`config.mk`:
```
export PLATFORM = sky130hd
export DESIGN_NAME = rr_arbiter
export DESIGN_NICKNAME = d
export VERILOG_FILES = /design/src/rtl/rr_arbiter.sv
export SDC_FILE = /design/constraint.sdc
export NUM_CORES = 1
export LEC_CHECK = 0
export CAP_MARGIN = 20
export CORE_UTILIZATION = 40
export DETAILED_ROUTE_END_ITERATION = 8
export SYNTH_ARGS = -nofsm -noshare
export SYNTH_HDL_FRONTEND = slang
export SYNTH_SLANG_ARGS = --single-unit
```
`constraint.sdc`:
```
create_clock -name clock -period 9.7 [get_ports clock]
set_clock_uncertainty 0.1 [all_clocks]
set_input_delay 1.94 -clock clock [delete_from_list [all_inputs] [get_ports clock]]
set_output_delay 1.94 -clock clock [all_outputs]
set_load 0.01 [all_outputs]
```
`src/rtl/rr_arbiter.sv`:
```
// rr_arbiter: round-robin arbiter sharing one resource among up to 16 requesters.
// Registered one-hot grant plus binary index; each owner keeps the grant for at most
// MAX_HOLD cycles, after which it is forced off and masked until it drops its request.
module rr_arbiter #(
  parameter int unsigned N_REQ    = 16,
  parameter int unsigned IDX_W    = 4,
  parameter int unsigned MAX_HOLD = 255,
  parameter int unsigned HOLD_W   = 8
) (
  input  logic             clock,
  input  logic             reset,
  input  logic             enable,
  input  logic [N_REQ-1:0] req,
  output logic [N_REQ-1:0] grant,
  output logic [IDX_W-1:0] grant_idx,
  output logic             grant_valid,
  output logic             timeout
);

  localparam logic [0:0]        IDLE       = 1'b0;
  localparam logic [0:0]        BUSY       = 1'b1;
  localparam logic [HOLD_W-1:0] HOLD_LIMIT = HOLD_W'(MAX_HOLD);
  localparam logic [HOLD_W-1:0] HOLD_ONE   = HOLD_W'(1);
  localparam logic [N_REQ-1:0]  BIT0       = N_REQ'(1);
  localparam logic [IDX_W-1:0]  IDX_ONE    = IDX_W'(1);

  logic [0:0]        state_q;
  logic [0:0]        state_d;
  logic [IDX_W-1:0]  ptr_q;
  logic [IDX_W-1:0]  ptr_d;
  logic [N_REQ-1:0]  mask_q;
  logic [N_REQ-1:0]  mask_d;
  logic [HOLD_W-1:0] hold_cnt;
  logic [HOLD_W-1:0] hold_d;
  logic [N_REQ-1:0]  grant_d;
  logic [IDX_W-1:0]  grant_idx_d;
  logic              grant_valid_d;
  logic              timeout_d;

  logic [N_REQ-1:0]  eligible;
  logic [IDX_W-1:0]  cand;
  logic [IDX_W-1:0]  winner;
  logic              found;
  logic              owner_req;
  logic [IDX_W-1:0]  next_ptr;

  // Requesters that may win this edge: requesting and not serving a timeout penalty.
  always_comb begin
    eligible  = req & ~mask_q;
    owner_req = req[grant_idx];
    next_ptr  = grant_idx + IDX_ONE;
  end

  // Circular search for the first eligible index starting at ptr; wrap is free
  // because N_REQ is a power of two and cand is IDX_W bits wide.
  always_comb begin
    found  = 1'b0;
    winner = '0;
    cand   = '0;
    for (int unsigned off = 0; off < N_REQ; off++) begin
      cand = ptr_q + IDX_W'(off);
      if (!found && eligible[cand]) begin
        found  = 1'b1;
        winner = cand;
      end
    end
  end

  // Next-state and next-output logic.
  always_comb begin
    state_d       = state_q;
    ptr_d         = ptr_q;
    mask_d        = mask_q & req;
    hold_d        = hold_cnt;
    grant_d       = grant;
    grant_idx_d   = grant_idx;
    grant_valid_d = grant_valid;
    timeout_d     = 1'b0;

    case (state_q)
      IDLE: begin
        grant_d       = '0;
        grant_idx_d   = '0;
        grant_valid_d = 1'b0;
        hold_d        = '0;
        if (enable && found) begin
          state_d       = BUSY;
          grant_d       = BIT0 << winner;
          grant_idx_d   = winner;
          grant_valid_d = 1'b1;
          hold_d        = HOLD_ONE;
        end
      end
      BUSY: begin
        if (!enable) begin
          // Abort: drop the grant, search point and penalties untouched.
          state_d       = IDLE;
          grant_d       = '0;
          grant_idx_d   = '0;
          grant_valid_d = 1'b0;
          hold_d        = '0;
        end else if (!owner_req) begin
          // Normal release, also taken when it coincides with the hold limit.
          state_d       = IDLE;
          grant_d       = '0;
          grant_idx_d   = '0;
          grant_valid_d = 1'b0;
          hold_d        = '0;
          ptr_d         = next_ptr;
        end else if (hold_cnt == HOLD_LIMIT) begin
          // Forced release: penalise the owner until it drops its request.
          state_d       = IDLE;
          grant_d       = '0;
          grant_idx_d   = '0;
          grant_valid_d = 1'b0;
          hold_d        = '0;
          ptr_d         = next_ptr;
          mask_d        = mask_d | (BIT0 << grant_idx);
          timeout_d     = 1'b1;
        end else begin
          hold_d = hold_cnt + HOLD_ONE;
        end
      end
      default: begin
        state_d       = IDLE;
        grant_d       = '0;
        grant_idx_d   = '0;
        grant_valid_d = 1'b0;
        hold_d        = '0;
      end
    endcase
  end

  // State and output registers with synchronous reset.
  always_ff @(posedge clock) begin
    if (reset) begin
      state_q     <= IDLE;
      ptr_q       <= '0;
      mask_q      <= '0;
      hold_cnt    <= '0;
      grant       <= '0;
      grant_idx   <= '0;
      grant_valid <= 1'b0;
      timeout     <= 1'b0;
    end else begin
      state_q     <= state_d;
      ptr_q       <= ptr_d;
      mask_q      <= mask_d;
      hold_cnt    <= hold_d;
      grant       <= grant_d;
      grant_idx   <= grant_idx_d;
      grant_valid <= grant_valid_d;
      timeout     <= timeout_d;
    end
  end

  // Structural invariants of the grant outputs.
  a_grant_onehot0: assert property (@(posedge clock) disable iff (reset)
    $onehot0(grant));
  a_grant_encoded: assert property (@(posedge clock) disable iff (reset)
    grant_valid |-> (grant == (BIT0 << grant_idx)));
  a_idle_zero: assert property (@(posedge clock) disable iff (reset)
    !grant_valid |-> (grant == '0 && grant_idx == '0));
  a_hold_bound: assert property (@(posedge clock) disable iff (reset)
    hold_cnt <= HOLD_LIMIT);

endmodule

```
Word-level counts from Yosys, hierarchy flattened --
Index checks and enable logic that the tools add are counted.
Cells by class: shift-type cells 2, muxes and demuxes 97, reduce and logical (&&, ||, !) cells 33, magnitude comparators 17, $add $sub $neg 17, bitwise operators 7, equality and inequality tests 3
Operators with widths (number):
- 2-to-1 mux 16 bit | 8
- 2-to-1 mux 4 bit | 22
- less-than comparator 4 x 5 -> 1 bit (second input constant) | 17
- binary-select mux 1 bit (select 4 bit) | 17
- 2-to-1 mux 1 bit | 42
- adder 4 bit (second input constant) | 8
- AND 16 bit | 2
- one-hot mux 16 bit (2 select lines) | 1
- left shift 1 x 4 -> 16 bit (first input constant) | 2
- 2-to-1 mux 8 bit | 3
- adder 4 x 3 -> 4 bit (second input constant) | 4
- logical AND 1 bit | 16
- NOT 16 bit | 1
- bitwise OR 16 bit | 1
- one-hot mux 8 bit (2 select lines) | 1
- zero test 1 bit | 15
- adder 4 x 1 -> 4 bit (second input constant) | 2
- adder 4 x 2 -> 4 bit (second input constant) | 2
- adder 8 x 1 -> 8 bit (second input constant) | 1
- == test 8 bit (second input constant) | 1
- one-hot mux 4 bit (2 select lines) | 1
- != test 4 x 3 -> 1 bit (second input constant) | 1
- one-hot mux 1 bit (2 select lines) | 2
- OR reduction 4 bit | 1
- other kinds (3) | 5
Word-level totals: input port bits 19, flip-flop bits (word level) 51, output and inout bits 22

Logic depth before layout (Yosys ltp) --
depth in word-level cells 53, mapped depth 17, gate-level depth less buffers 13

Worst setup path after synthesis --
Ideal clock, no wire load.
path kind in2reg, start point input req[15], end point register grant[0], data required time 9483 ps, path buffers 1, stages on the path 11, arrival time 4895 ps, setup time 117 ps, setup slack 4588 ps, cells stage by stage nor2b_1 mux4_2 mux4_2 or4_4 nor4_4 nor4b_2 or3_1 buf_4 nand3b_2 nor2b_1 a32o_1
On the way: cells in the longest elaborated chain, start to end 52, elaborated cells on any way between the ends 104, classes of those cells eq/ne: 1; shift: 1; mux: 70; bitwise: 1; reduce/logical: 31
Ends and longest elaborated chain:
- from (decl) | line 13 | input logic [N_REQ-1:0] req,
- AND 16 bit | line 49 | eligible = req & ~mask_q;
- binary-select mux 1 bit (select 4 bit) | line 62 | if (!found && eligible[cand]) begin
- 2-to-1 mux 1 bit (implied by the code) | line 62
- 2-to-1 mux 1 bit | line 62
- zero test 1 bit | line 62
- logical AND 1 bit | line 62
- 2-to-1 mux 1 bit | line 62
- zero test 1 bit | line 62
- [... 36 more ...]
- logical AND 1 bit | line 62
- 2-to-1 mux 1 bit | line 62
- zero test 1 bit | line 62
- logical AND 1 bit | line 62
- 2-to-1 mux 4 bit / 2-to-1 mux 1 bit (equally long branches) | line 62
- left shift 1 x 4 -> 16 bit / logical AND 1 bit (equally long branches) | line 88, 86
- 2-to-1 mux 16 bit | line 86 | if (enable && found) begin
- one-hot mux 16 bit (2 select lines) | line 80 | case (state_q)
- to (signal assigned) | line 150 | grant <= grant_d;
- to (decl) | line 14 | output logic [N_REQ-1:0] grant,
Parallel ways exist; a longest one is shown, timed or not. The select of a mux whose other input is x is not followed. A chain may end at the register's enable or synchronous reset.

Worst setup path in the final report --
start point input req[10], end point register grant[2]
The elaborated chain is that of the path after synthesis.

==> run_results.csv <==
group,metric,value,unit
synthesis,syn_area,0.00482,mm2
clock_tree,h-tree-depth,2,
grt,antenna_found_initial,0,
sta,max_slew_violation_total_from_the_final_report,0,
die,chip_width,112,um
route,vias,4553,
worst_hold_path,worstHoldStart,"grant[5]",
grt,grt_remaining_overflow,0,
setup_path,critical_path_peak_fanout,12,
route,route.detailed.drc,0,
grt,grtUsageTotal,23.5,%
worst_hold_path,hold_depth,1,
clock_tree,total_cts_buffers,5,
cells_and_area,filler_instances,1113,
power_and_ir_drop,sequential_share_of_power,33.7,%
sta,maxSlewHeadroom,43.8,%
placement,hpwlAfterDp,11.2,mm
die,fp.coreArea,0.0116,mm2
sta,fmax,0.168,GHz
clock_tree,clk_path_buf_depth,2,
die,placementRows,39,
cells_and_area,synthToLayoutAreaGrowth,12.9,%
power_and_ir_drop,ir_drop,121,uV
cells_and_area,layout_cells_sized_above_1,14.7,%
sta,timing.final.crit_share,61.4,%
outcome,outcome,"finished clean",
cells_and_area,multi_input_area,0.00359,mm2
placement,io_buffer_count,40,
grt,vias_in_the_first_global_route,4216,
clock_tree,postCtsHoldBufs,0,
synthesis,synth_seq_cells,51,
worst_hold_path,hp-class,"reg2reg",
placement,globalplace.congestion,0.927,
power_and_ir_drop,share_clk_of_total_power,28.0,%
route,firstDrtPassIters,5,
clock_tree,post-cts-setup-buffers,0,
synthesis,yosys_warnings,0,
die,design.portCount,41,
sta,finalSetupViolCount,0,
synthesis,synth.yosys.seq_area_share,21.2,%
synthesis,postSynthCellCount,531,
setup_path,r2r_slack,4270,ps
synthesis,postSynth.asyncResetShare,0,%
power_and_ir_drop,total_power,0.649,mW
job,timing.max_cap.violations,0,
setup_path,worstRegToRegCells,14,
synthesis,edff_count_synth,0,
setup_path,timing.critical_path.arrival,6090,ps
grt,grt_max_degree,46,
sta,final.hold.worst_slack,375,ps
sta,timing.setup.tns,0,ps
route,avgViaCountPerCell,6.50,
sta,timing_worst_slew_pin_value,841,ps
die,floorplan.initialDensity,41.7,%
power_and_ir_drop,internal_power_summed_over_all_cells,0.415,mW
power_and_ir_drop,power.switching_fraction,36.0,%
setup_path,worst_ep_required_time,9840,ps
setup_path,setup.worst_path.end_class,"register",
grt,grt_first_pass_wirelength,23.0,mm
die,fp.dieArea,0.0125,mm2
route,first_iter_violations,369,
clock_tree,clockRootBuffer,"sky130_fd_sc_hd__clkbuf_16",
route,drt-wirelength-per-cell,20.7,um
route,routed_wl,14.5,mm
die,floorplan.die.height,112,um
synthesis,dominant_register_cell_in_the_synthesized_netlist,"sky130_fd_sc_hd__dfxtp_1",
setup_path,critPathKind,"in2reg",
clock_tree,insertion_delay,290,ps
route,antenna_left,0,
power_and_ir_drop,leakagePower,1.90,nW
sta,hold_viol_final,0,
clock_tree,cts-resized-gates,0,
cells_and_area,layout.area.seq,0.00102,mm2
power_and_ir_drop,net-switching-power,0.234,mW
power_and_ir_drop,comb_power_share,38.2,%
cells_and_area,n_antenna_cell,0,
synthesis,syn_nets,564,
clock_tree,tritoncts,"built",
setup_path,crit-reg2reg-capture,"grant[2]",
synthesis,synthesis.area_per_instance,9.09,um2
cells_and_area,fin_nets,590,
power_and_ir_drop,power_density,119,mW/mm2
clock_tree,worst_setup_hold_path_clk_slew,70,ps
sta,rsz_0062_raised_after_global_routing,"no",
synthesis,ys_types,79,
sta,min_clock_period_post_route,5960,ps
worst_hold_path,timing.hold.worst_endpoint,"grant[5]",
setup_path,r2r-start,"ptr_q[1]",
clock_tree,numClockSinks,51,
setup_path,startpoint_type,"primary input",
## worst max-delay path by stage
stage | startpoint | endpoint | slack, ps
final | req[10] | grant[2] | 3740
after floorplan | req[15] | grant[0] | 4590
after CTS | req[15] | grant[2] | 3800
after global routing | req[15] | grant[4] | 3500
after global placement | req[15] | grant[0] | 3620
after detailed placement | req[15] | grant[2] | 3510
## placed cells by master (no fill, tap or decap), drive strengths merged, types with 4 or more instances in the layout
cell type	netlist	layout
clkbuf	11	7
xnor2	13	13
nor4b	5	5
o22ai	6	6
a221oi	6	6
nand3b	6	6
or4	5	5
a21o	4	4
nor2	56	56
nor4	5	5
nor2b	20	20
o2111ai	4	4
and2	5	5
nand2b	19	19
a32o	12	12
a22oi	21	21
o21ai	14	14
nand3	12	12
ha	14	14
a211oi	5	5
nand4	4	4
nor3	10	10
a21boi	5	5
xor2	7	7
mux2i	19	19
a22o	7	7
dfxtp	51	51
mux4	31	31
inv	14	15
or2	4	4
a21oi	19	19
and3	4	4
nand2	43	43
nor4bb	8	8
mux2	9	9
and4b	4	4
buf	15	4
clkdlybuf4s50	0	40
## Yosys cell counts (11+ instances only)
master	instances	share of area [%]
sky130_fd_sc_hd__nand2b_1	19	2.5
sky130_fd_sc_hd__a21oi_1	18	1.9
sky130_fd_sc_hd__inv_1	11	0.86
sky130_fd_sc_hd__mux4_2	31	14
sky130_fd_sc_hd__nor2_1	56	4.4
sky130_fd_sc_hd__a22oi_1	19	3.0
sky130_fd_sc_hd__nor2b_1	20	2.6
sky130_fd_sc_hd__nand2_1	43	3.3
sky130_fd_sc_hd__nand3_1	11	1.1
sky130_fd_sc_hd__xnor2_1	12	2.2
sky130_fd_sc_hd__dfxtp_1	51	21
sky130_fd_sc_hd__mux2i_1	17	3.5
sky130_fd_sc_hd__a32o_1	12	2.5
sky130_fd_sc_hd__clkbuf_1	11	0.86
sky130_fd_sc_hd__o21ai_0	14	1.5
sky130_fd_sc_hd__ha_1	14	3.6
## worst max-delay path: stages
cell and delay [ps]:
sky130_fd_sc_hd__clkdlybuf4s50_1 510, sky130_fd_sc_hd__nor2b_1 240, sky130_fd_sc_hd__mux4_2 530, sky130_fd_sc_hd__a22o_1 260
sky130_fd_sc_hd__a221oi_4 360, sky130_fd_sc_hd__nand4_2 390, sky130_fd_sc_hd__or2_1 380, sky130_fd_sc_hd__nor4_1 380
sky130_fd_sc_hd__o21ai_0 180, sky130_fd_sc_hd__o211ai_1 330, sky130_fd_sc_hd__nor2b_1 370, sky130_fd_sc_hd__a32o_1 210
## cells by family after synthesis
logic type / Yosys count / share of synthesized area [%]
xor gates and xnor gates: 20 / 4.18
adders and majority gates: 14 / 3.63
AOI/OAI and AO/OA: 128 / 20.2
muxes: 59 / 20.7
and+or+nand+nor: 218 / 25.7
buffers and inverters: 41 / 4.51
DFF: 51 / 21.2
## layout make-up
class | instances | share of cell area [%]
multi-input combinational | 439 | 65.9
inverter | 15 | 1.03
timing repair buffer | 45 | 8.16
tap | 143 | 3.29
sequential | 51 | 18.8
clock inverter | 2 | 0.253
clock buffer | 6 | 2.55
## per-layer routing
layer | GRT usage, % | wire length [um] | up-vias
met5 | 0 | 0 | -
met3 | 3.43 | 913 | 23
li1 | - | - | 2099
met4 | 6.31 | 261 | 0
met1 | 33.7 | 6710 | 2262
met2 | 36.6 | 6650 | 169
## per-stage QoR
stage	worst slack (ps)	std cells	area, um2	util [%]
after floorplan	4590	531	4820	-
after global placement	3620	692	5280	45.6
after detailed placement	3510	692	5280	45.6
after CTS	3800	700	5430	47.0
after global routing	3500	701	5450	47.1
final	3740	701	5450	47.1
## power by group through the flow
stage	sequential, mW	combinational (mW)	clock [mW]
6_report	0.219	0.248	0.182
5_1_grt	0.220	0.266	0.194
4_1_cts	0.219	0.243	0.186
3_5_place_dp	0.224	0.242	0
3_3_place_gp	0.224	0.242	0
2_1_floorplan	0.223	0.179	0
## registers in the layout, indices dropped and copies added, names as in the netlist
signal and count:
grant 16, mask_q 16, hold_cnt 8, grant_idx 4
ptr_q 4, grant_valid 1, state_q 1, timeout 1
Power figures use the tool's default switching activity.
